File: config.mk
export PLATFORM = sky130hd
export DESIGN_NAME = datapath_rf
export DESIGN_NICKNAME = d
export VERILOG_FILES = /design/src/rtl/datapath_rf.sv
export SDC_FILE = /design/constraint.sdc
export NUM_CORES = 1
export LEC_CHECK = 0
export CORE_MARGIN = 1.5
export CORE_UTILIZATION = 47
export DETAILED_ROUTE_END_ITERATION = 7
export PLACE_DENSITY = 0.68
export REMOVE_ABC_BUFFERS = 1
export SYNTH_ARGS = -nofsm -noshare
export SYNTH_HDL_FRONTEND = slang
export SYNTH_SLANG_ARGS = --single-unit
File: constraint.sdc
create_clock -name clk -period 8.41 [get_ports clk]
set_input_delay 1.682 -clock clk [delete_from_list [all_inputs] [get_ports clk]]
set_output_delay 1.682 -clock clk [all_outputs]
set_load 0.02 [all_outputs]
File: src/rtl/datapath_rf.sv
// datapath_rf: register file plus ALU, one command per valid/ready handshake.
// Define DATAPATH_RF_MUL_EN to make opcode 111 an iterative WIDTH-cycle multiply.
module datapath_rf #(
    parameter int WIDTH = 8,
    parameter int NREGS = 4,
    localparam int ADDR_W = $clog2(NREGS)
) (
    input  logic              clk,
    input  logic              rst_n,
    input  logic              cmd_valid,
    output logic              cmd_ready,
    input  logic [2:0]        cmd_op,
    input  logic [ADDR_W-1:0] cmd_dst,
    input  logic [ADDR_W-1:0] cmd_src,
    input  logic [WIDTH-1:0]  cmd_imm,
    input  logic              cmd_use_imm,
    input  logic [ADDR_W-1:0] rd_addr,
    output logic [WIDTH-1:0]  rd_data,
    output logic              res_valid,
    output logic [WIDTH-1:0]  res_data,
    output logic              carry_out,
    output logic              zero_out,
    output logic              busy
);

    localparam logic [2:0] OP_LOAD = 3'b000;
    localparam logic [2:0] OP_AND  = 3'b001;
    localparam logic [2:0] OP_OR   = 3'b010;
    localparam logic [2:0] OP_XOR  = 3'b011;
    localparam logic [2:0] OP_ADD  = 3'b100;
    localparam logic [2:0] OP_SUB  = 3'b101;
    localparam logic [2:0] OP_SHL  = 3'b110;
    localparam logic [2:0] OP_MUL  = 3'b111;

    logic [WIDTH-1:0] regs [NREGS];
    logic [WIDTH-1:0] op_a;
    logic [WIDTH-1:0] op_b;
    logic [WIDTH:0]   sum;
    logic [WIDTH:0]   diff;
    logic [WIDTH-1:0] alu_res;
    logic             alu_c;
    logic             alu_wr;
    logic             accept;

    assign op_a    = regs[cmd_dst];
    assign op_b    = cmd_use_imm ? cmd_imm : regs[cmd_src];
    assign sum     = {1'b0, op_a} + {1'b0, op_b};
    assign diff    = {1'b0, op_a} - {1'b0, op_b};
    assign rd_data = regs[rd_addr];
    assign accept  = cmd_valid & cmd_ready;

    always_comb begin
        alu_res = op_a;
        alu_c   = 1'b0;
        alu_wr  = 1'b1;
        unique case (cmd_op)
            OP_LOAD: alu_res = op_b;
            OP_AND:  alu_res = op_a & op_b;
            OP_OR:   alu_res = op_a | op_b;
            OP_XOR:  alu_res = op_a ^ op_b;
            OP_ADD: begin
                alu_res = sum[WIDTH-1:0];
                alu_c   = sum[WIDTH];
            end
            OP_SUB: begin
                alu_res = diff[WIDTH-1:0];
                alu_c   = diff[WIDTH];
            end
            OP_SHL: begin
                alu_res = {op_a[WIDTH-2:0], 1'b0};
                alu_c   = op_a[WIDTH-1];
            end
            OP_MUL: alu_wr = 1'b0;
        endcase
    end

`ifdef DATAPATH_RF_MUL_EN
    localparam int CNT_W = $clog2(WIDTH);

    typedef enum logic {
        S_IDLE,
        S_MUL
    } state_t;

    state_t              state_q;
    state_t              state_d;
    logic                ready_raw;
    logic                mul_start;
    logic                mul_done;
    logic [CNT_W-1:0]    cnt_q;
    logic [2*WIDTH-1:0]  acc_q;
    logic [2*WIDTH-1:0]  mcand_q;
    logic [WIDTH-1:0]    mplr_q;
    logic [ADDR_W-1:0]   mdst_q;
    logic [2*WIDTH-1:0]  acc_nxt;
    logic [WIDTH-1:0]    mul_lo;
    logic [WIDTH-1:0]    mul_hi;

    assign mul_start = accept & (cmd_op == OP_MUL);
    assign mul_done  = (state_q == S_MUL) &&
                       (cnt_q == CNT_W'(WIDTH - 1));
    assign acc_nxt   = acc_q + (mplr_q[0] ? mcand_q : '0);
    assign mul_lo    = acc_nxt[WIDTH-1:0];
    assign mul_hi    = acc_nxt[2*WIDTH-1:WIDTH];
    assign cmd_ready = rst_n & ready_raw;

    always_comb begin
        state_d   = state_q;
        ready_raw = 1'b1;
        busy      = 1'b0;
        unique case (state_q)
            S_IDLE: begin
                if (mul_start)
                    state_d = S_MUL;
            end
            S_MUL: begin
                ready_raw = 1'b0;
                busy      = 1'b1;
                if (mul_done)
                    state_d = S_IDLE;
            end
        endcase
    end

    // One shift-add step per cycle; the last step's sum is written directly.
    always_ff @(posedge clk or negedge rst_n) begin
        if (!rst_n) begin
            state_q <= S_IDLE;
            cnt_q   <= '0;
            acc_q   <= '0;
            mcand_q <= '0;
            mplr_q  <= '0;
            mdst_q  <= '0;
        end else begin
            state_q <= state_d;
            if (mul_start) begin
                cnt_q   <= '0;
                acc_q   <= '0;
                mcand_q <= {{WIDTH{1'b0}}, op_a};
                mplr_q  <= op_b;
                mdst_q  <= cmd_dst;
            end else if (state_q == S_MUL) begin
                cnt_q   <= cnt_q + CNT_W'(1);
                acc_q   <= acc_nxt;
                mcand_q <= mcand_q << 1;
                mplr_q  <= mplr_q >> 1;
            end
        end
    end
`else
    assign cmd_ready = rst_n;
    assign busy      = 1'b0;
`endif

    always_ff @(posedge clk or negedge rst_n) begin
        if (!rst_n) begin
            for (int i = 0; i < NREGS; i++)
                regs[i] <= '0;
            carry_out <= 1'b0;
            zero_out  <= 1'b0;
            res_valid <= 1'b0;
            res_data  <= '0;
        end else begin
            res_valid <= 1'b0;
            if (accept && alu_wr) begin
                regs[cmd_dst] <= alu_res;
                carry_out     <= alu_c;
                zero_out      <= (alu_res == '0);
                res_valid     <= 1'b1;
                res_data      <= alu_res;
`ifdef DATAPATH_RF_MUL_EN
            end else if (mul_done) begin
                regs[mdst_q] <= mul_lo;
                carry_out    <= |mul_hi;
                zero_out     <= (mul_lo == '0);
                res_valid    <= 1'b1;
                res_data     <= mul_lo;
`else
            end else if (accept) begin
                // Opcode 111 is a NOP: report dst, keep flags.
                res_valid <= 1'b1;
                res_data  <= op_a;
`endif
            end
        end
    end

endmodule

## After elaboration in Yosys (flattened, before gate mapping)

Cells that the tools add are included.

| storage, ports and cells | value |
|---|---|
| flip-flop bits (word level) | 43 |
| output and inout bits | 21 |
| logic and storage cells | 53 |

| cells by class | value |
|---|---|
| add/sub/neg operators | 2 |
| $lt $le $gt $ge | 4 |
| equal/unequal tests | 7 |
| mux-type cells | 20 |
| bitwise logic cells | 7 |
| reductions and logical operators | 5 |

Operators with widths:

| cell | number |
|---|---|
| $mux 8 | 10 |
| $pmux 8 s7 | 1 |
| $bmux 8 s2 | 3 |
| $bwmux 32 | 1 |
| $demux 8 s2 | 1 |
| $eq 3x3->1 const B | 4 |
| $add 8x8->9 | 1 |
| $ge 3x3->1 const B | 3 |
| $not 2->3 | 3 |
| $sub 8x8->9 | 1 |
| $and 8x8->8 | 1 |
| $logic_not 8->1 | 1 |
| $or 8x8->8 | 1 |
| $xor 8x8->8 | 1 |
| $eq 3x2->1 const B | 2 |
| $eq 3x1->1 const B | 1 |
| $logic_not 3->1 | 1 |
| $lt 3x1->1 const B | 1 |
| $mux 1 | 3 |
| $pmux 1 s3 | 1 |
| $logic_and 1x1->1 | 2 |
| $reduce_bool 2->1 | 1 |
| $and 1x1->1 | 1 |

## Logic depth before layout (Yosys ltp)

Gate-level depths: netlist (run 1).

| logic depth | value |
|---|---|
| depth after elaboration | 8 |
| depth in mapped cells | 14 |
| mapped depth without buffers | 13 |

## Worst setup path before layout (run 1)

Ideal clock, no wire load.

| timing | value |
|---|---|
| path kind | input -> register |
| start point | in cmd_src[0] |
| end point | reg zero_out |
| data arrival time | 4.700 ns |
| required time | 8.306 ns |
| path slack | 3.606 ns |
| stages | 13 |
| path buffers | 2 |
| path through | buf_6 -> mux4_1 -> mux2_2 -> inv_1 -> ha_1 -> clkbuf_1 -> a21oi_1 -> a21boi_0 -> nor3_1 -> o32ai_1 -> nand3_2 -> or4_1 -> o41ai_2 |

| on the way | value |
|---|---|
| cells in the longest elaborated chain, start to end | 8 |
| elaborated cells on any way between the ends | 12 |

RTL lines:

| what | line | source |
|---|---|---|
| from (decl) | 14 | `input logic [ADDR_W-1:0] cmd_src,` |
| $not 2->3 (not written as such) (*) | 46 | `assign op_b = cmd_use_imm ? cmd_imm : regs[cmd_src];` |
| $bmux 8 s2 (*) | 46 |  |
| $mux 8 (not written as such) (*) (2 in series) | 46 |  |
| $mux 8 (*) | 46 |  |
| $sub 8x8->9, or another cell as far along | 48 | `assign diff = {1'b0, op_a} - {1'b0, op_b};` |
| $pmux 8 s7 (*) | 56 | `unique case (cmd_op)` |
| $logic_not 8->1 (*) | 168 | `zero_out <= (alu_res == '0);` |
| to (signal assigned) | 168 |  |
| to (decl) | 22 | `output logic zero_out,` |

Mark *: on every way between the ends. The rest lies on a longest branch, timed or not. The select of a mux whose other input is x is not followed.
A chain may end at the register's enable or synchronous reset.

## Worst setup path in the final report (run 1)

Same ends and word-level chain as after synthesis.

==> metrics, run 1 <==
run status=completed; worst path bufs/invs=2; cell with the most instances after synthesis=dfrtp_1; core area=7770 um^2; CTS root buf=clkbuf_8; # clock sinks=43; Hold Crit Class=reg2reg; share of layout cells above drive strength 1=0.204; xor/xnor share of the synthesized area=0.0116; Final Hold Violating Endpoints=0; Total Die Area=8610 um^2; peak fanout along the critical path=9; CP Cell Sequence=clkdlybuf4s50_1, mux4_1, mux2_2, inv_1, ha_1, nand3b_1, a21boi_0, nor3_1, o32ai_1, nand3_2, or4_1, o41ai_2; DRC=0; Synth Register Bits=43; Worst Setup Start Kind=input port; vias in the first global route=3004; Worst-path clk slew=0.08 ns; multi-input logic area=2480 um^2; Worst-Skew Late Latency=0.29 ns; Ys Warns=0; post-route ant nets=0; Via Count=3067; Post-Route WL=9550 um; Mean Syn Cell Area=10.3 um^2; max_cap viols=0; total power=1.40 mW; Starting Density=0.488; adder-cell area share of the yosys netlist=0.0911; Critical-path top delay cell=clkdlybuf4s50_1; PwrDens=328 nW/um^2; Yosys top cell area share=0.284; mux cell area share after synthesis=0.282; IO Count=42; largest net degree at the start of global routing=45; placer's final routability congestion estimate=0.880; Worst-Margin Slew=1.00 ns; Clock Path Buffers=2; FF-to-FF path depth=11; row cnt=32; Arrival @ worst endpoint=5.86 ns; number of gates resized after cts=0; Distinct cells, synth=67; Synth Area in Compound Gates=0.158; drt wl/cell=19.3 um; number of synthesized flops with an enable pin=0; filler instances=694; Final period util=0.674; most common library cells after synthesis=43 x dfrtp_1, 37 x mux2_2, 28 x nor2_1; leading post-synthesis cells by cell area=dfrtp_1 28%, mux2_2 11%, mux4_2 11%; logic depth of the worst path, buffers included=12; sequential element share of the synthesized area=0.284; setup tns final=0 ns; Hold Crit Depth=2; Max Fclk=177 MHz; H-tree depth=2; fin. max-slew vios=0; Post-synth ARST share=1.00; leak pwr=1.81 nW; Post-Syn Area=3790 um^2; cells after synthesis=367; Ant. Diodes=0; Die H=92.8 um; Layout area overhead=13.0%; kind of end point of the critical path=flip-flop; hold-fix buffers at CTS=0; top_reg_cell synth=dfrtp_1; initial antenna violation count=0; WS Path Type=in2reg; drt pass-1 iters=5; total CTS buffers=5; main combinational cell family by area after synthesis=multiplexers; Worst VDD drop=205 uV; WP data required=8.60 ns; Detailed Place HPWL=7070 um; RSZ-0062 raised after global routing=false; setup violators final=0; CTS tree=yes; Seq. cell area=1080 um^2; drt via density=6.20; GRT Total Usage=0.233; Synth Area in Simple Gates=0.109; first-pass GRT wire length=15500 um; Top Family by Delay on Critical Path=buffers and inverters; Overflow after GRT=0; Yosys top cell by area=dfrtp_1; Slew HR=0.329; Initial DRC Count=194; Nets=440; clk_skew=0.00939 ns; number of I/O port buffers=40; time the worst path needs with I/O delays and setup=5.67 ns; crit-path max cell delay=0.90 ns; die width=92.8 um; Post-CTS Setup Bufs=0
==> placed cells by master, fill, tap and decap left out, types with 3 or more instances in the layout <==
cell	synthesis	layout
dfrtp_1	43	43
clkdlybuf4s50_1	0	39
mux2_2	37	37
nor2_1	28	28
ha_1	26	26
nand2_1	25	25
inv_1	23	23
a21oi_1	21	21
o21ai_0	18	18
mux4_2	18	18
mux2i_1	9	9
nor3_1	7	7
xnor2_1	5	5
clkbuf_8	2	5
mux4_1	4	4
and3_1	4	4
o211ai_1	4	4
o221ai_1	4	4
and2_1	4	4
a22oi_1	4	4
nand2b_1	3	3
a21boi_0	3	3
a221oi_1	3	3
==> registers in the layout, summed over array words and instances (netlist names) <==
register and cells:
res_data 8, carry_out 1, zero_out 1, regs 32, res_valid 1
==> worst reg2reg max path, cell delays in order (launching register included) <==
cell	delay [ns]
dfrtp_1	0.42
mux4_1	0.51
mux2_2	0.29
inv_1	0.10
ha_1	0.29
nand3b_1	0.14
a21boi_0	0.41
nor3_1	0.12
o32ai_1	0.33
nand3_2	0.20
or4_1	0.54
o41ai_2	0.22
==> stage by stage <==
step | hold WS, ns | util | cell area (um^2) | setup slack (ns) | instances
finish | 0.496 | 0.551 | 4280 | 2.75 | 495
floorplan | 0.475 | - | 3640 | 3.89 | 343
global placement | 0.471 | 0.540 | 4190 | 2.55 | 487
global route | 0.526 | 0.551 | 4280 | 2.57 | 495
detailed placement | 0.485 | 0.540 | 4190 | 2.47 | 487
CTS | 0.503 | 0.551 | 4280 | 2.78 | 495
==> report_power, final <==
part           switching, mW  internal [mW]  total, mW
registers             0.0791          0.300      0.379
clock network         0.0718         0.0578      0.130
logic                  0.475          0.418      0.893
total                  0.626          0.776       1.40
==> final cells by class <==
cell class              instances  share of cell area
multi-input cells             275               0.580
repair buffers                 42              0.0959
clock buffers                   5              0.0161
well taps                     102              0.0298
clock inverters                 3             0.00468
inverters                      25              0.0219
flip-flops and latches         43               0.251
==> logic make-up after synthesis <==
logic type                 after synthesis
DFF                                     43
other                                    1
and+or+nand+nor                         87
buffers and inverters                   49
AOI/OAI and AO/OA                       84
adders and majority gates               27
muxes                                   71
xor gates and xnor gates                 5
==> path summary, 6_finish.rpt <==
kind / from / end / slack (ns)
max in group asynchronous: rst_n / regs[17]$_DFFE_PN0P_ / 6.56
max: cmd_src[0] / zero_out$_DFFE_PN0P_ / 2.75
min reg2reg: res_data[5]$_DFFE_PN0P_ / res_data[5]$_DFFE_PN0P_ / 0.50
min: res_data[5]$_DFFE_PN0P_ / res_data[5]$_DFFE_PN0P_ / 0.50
max reg2reg: regs[10]$_DFFE_PN0P_ / zero_out$_DFFE_PN0P_ / 4.75
min in group asynchronous: rst_n / regs[22]$_DFFE_PN0P_ / 1.47
==> metal layers <==
layer  up-vias  track usage  share of wire
met3        24       0.0222          0.067
met5         -            0              0
met4         0       0.0997          0.026
li1       1411            -              -
met1      1492        0.319           0.43
met2       140        0.375           0.48
Note: power is estimated with default switching activity, not from simulation.
==> inputs of run 2 (changes only) <==
- clock period: 8.41 -> 5.75 ns (I/O delays scaled with it)
==> metrics, run 2 (same netlist as run 1, synthesis figures left out) <==
peak fanout along the critical path=9; CTS tree=yes; Total Die Area=8610 um^2; filler instances=670; GRT Total Usage=0.236; CTS root buf=clkbuf_8; WP data required=5.95 ns; placer's final routability congestion estimate=0.939; Post-CTS Setup Bufs=0; clk_skew=0.0105 ns; Layout area overhead=14.8%; clock share of power=0.116; Psw=0.926 mW; Critical-path top delay cell=clkdlybuf4s50_1; leak pwr=1.86 nW; time the worst path needs with I/O delays and setup=4.95 ns; post-route ant nets=0; Slew HR=0.318; Internal Power=1.20 mW; die width=92.8 um; drt wl/cell=19.1 um; Most flops, register=regs; vias in the first global route=3109; dpl cells=493; Starting Density=0.488; largest net degree at the start of global routing=45; Post-Route WL=9550 um; hold-fix buffers at CTS=0; IO Count=42; Worst-path clk slew=0.09 ns; initial antenna violation count=0; Arrival @ worst endpoint=5.15 ns; biggest regs=regs (32), res_data (8); Comb pwr share=0.621; worst path bufs/invs=2; Overflow after GRT=0; number of gates resized after cts=0; crit-path max cell delay=0.71 ns; Seq. cell area=1080 um^2; Worst Setup Start Kind=input port; Ant. Diodes=0; Via Count=3092; most common library cell in the layout ignoring fill and taps=dfrtp_1; placed cell areas=4230 um^2; share of layout cells above drive strength 1=0.213; Worst-Margin Slew=1.02 ns; Die H=92.8 um; final instance area=4350 um^2; PwrDens=489 nW/um^2; most frequent cells in the layout=43 x dfrtp_1, 39 x clkdlybuf4s50_1, 37 x mux2_2; kind of end point of the critical path=flip-flop; RSZ-0062 raised after global routing=false; Nets=446; drt pass-1 iters=5; Net Sw Frac=0.435; multi-input logic area=2480 um^2; Final Hold Violating Endpoints=0; Max Fclk=202 MHz; sequential share of power=0.263; CP Cell Sequence=clkdlybuf4s50_1, mux4_1, mux2_2, inv_1, ha_1, nand3b_1, a21boi_0, nor3_1, o32ai_1, nand3_2, or4_1, o41ai_2; Worst VDD drop=265 uV; setup tns final=0 ns; # clock sinks=43; fin. max-slew vios=0; H-tree depth=2; Post-Route Utilization=0.560; row cnt=32; setup violators final=0; first-pass GRT wire length=15900 um; Initial DRC Count=176; Clock Path Buffers=2; total CTS buffers=5; Worst-Skew Late Latency=0.30 ns; run status=completed; Hold Crit Class=reg2reg; core area=7770 um^2; drt via density=6.17; Top Family by Delay on Critical Path=simple AND/OR/NAND/NOR gates; fin cells=501; max reg flops=32; Detailed Place HPWL=7270 um; WS Path Type=in2reg; number of I/O port buffers=40; Final period util=0.860; DRC=0; max_cap viols=0
-- run 2: cell count changes in the layout (fill, tap and decap cells not counted) --
cell	delta
buf_4	+6
clkbuf_8	+1
nor3b_1	+1
nor3b_2	-1
clkinvlp_4	-2
bufinv_16	+1
-- run 2: tightest hold or removal path, delay by kind of cell, from the launching register on --
kind | cells | cell delay, ns
compound gates | 1 | 0.06
simple gates | 1 | 0.05
flops | 1 | 0.35
-- run 2: cell type report --
class | count | share of cell area
timing repair buffer | 48 | 0.105
tap | 102 | 0.0293
clock inverter | 2 | 0.00806
multi-input combinational | 275 | 0.570
clock buffer | 6 | 0.0190
sequential | 43 | 0.247
inverter | 25 | 0.0216
-- run 2: per-layer routing --
layer,global-route usage,vias to the layer above,routed length [um]
li1,-,1425,-
met1,0.330,1487,4210
met2,0.381,153,4460
met3,0.0222,27,627
met4,0.0846,0,257
met5,0,-,0
-- run 2: worst paths after layout --
check,from,end,slack (ns),depth (start not counted)
setup / recovery,cmd_src[0],zero_out$_DFFE_PN0P_,0.80,12
hold / removal,res_data[5]$_DFFE_PN0P_,res_data[5]$_DFFE_PN0P_,0.50,2
setup reg to reg,regs[10]$_DFFE_PN0P_,zero_out$_DFFE_PN0P_,2.07,11
hold reg to reg,res_data[5]$_DFFE_PN0P_,res_data[5]$_DFFE_PN0P_,0.50,2
max in group asynchronous,rst_n,regs[8]$_DFFE_PN0P_,4.42,2
min in group asynchronous,rst_n,res_data[6]$_DFFE_PN0P_,0.93,2
-- run 2: metrics by stage --
step / hold slack, ns / worst slack [ns] / power, mW
4_1_cts: 0.503 / 0.809 / 2.12
3_5_place_dp: 0.484 / 0.502 / 1.86
2_1_floorplan: 0.475 / 1.76 / 1.46
6_report: 0.497 / 0.805 / 2.13
3_3_place_gp: 0.473 / 0.637 / 1.83
5_1_grt: 0.537 / 0.546 / 2.29
-- run 2: power groups by stage --
stage | Combinational, mW | Clock, mW | Sequential, mW
after detailed placement | 1.30 | 0 | 0.564
after global placement | 1.28 | 0 | 0.549
after CTS | 1.31 | 0.249 | 0.556
final | 1.32 | 0.246 | 0.559
after global routing | 1.45 | 0.262 | 0.583
after floorplan | 0.898 | 0 | 0.560
==> inputs of run 3 (changes only) <==
- TNS_END_PERCENT: default -> 20
==> results of run 3 <==
The final DEF is identical to that of run 2; final timing and power are the same.
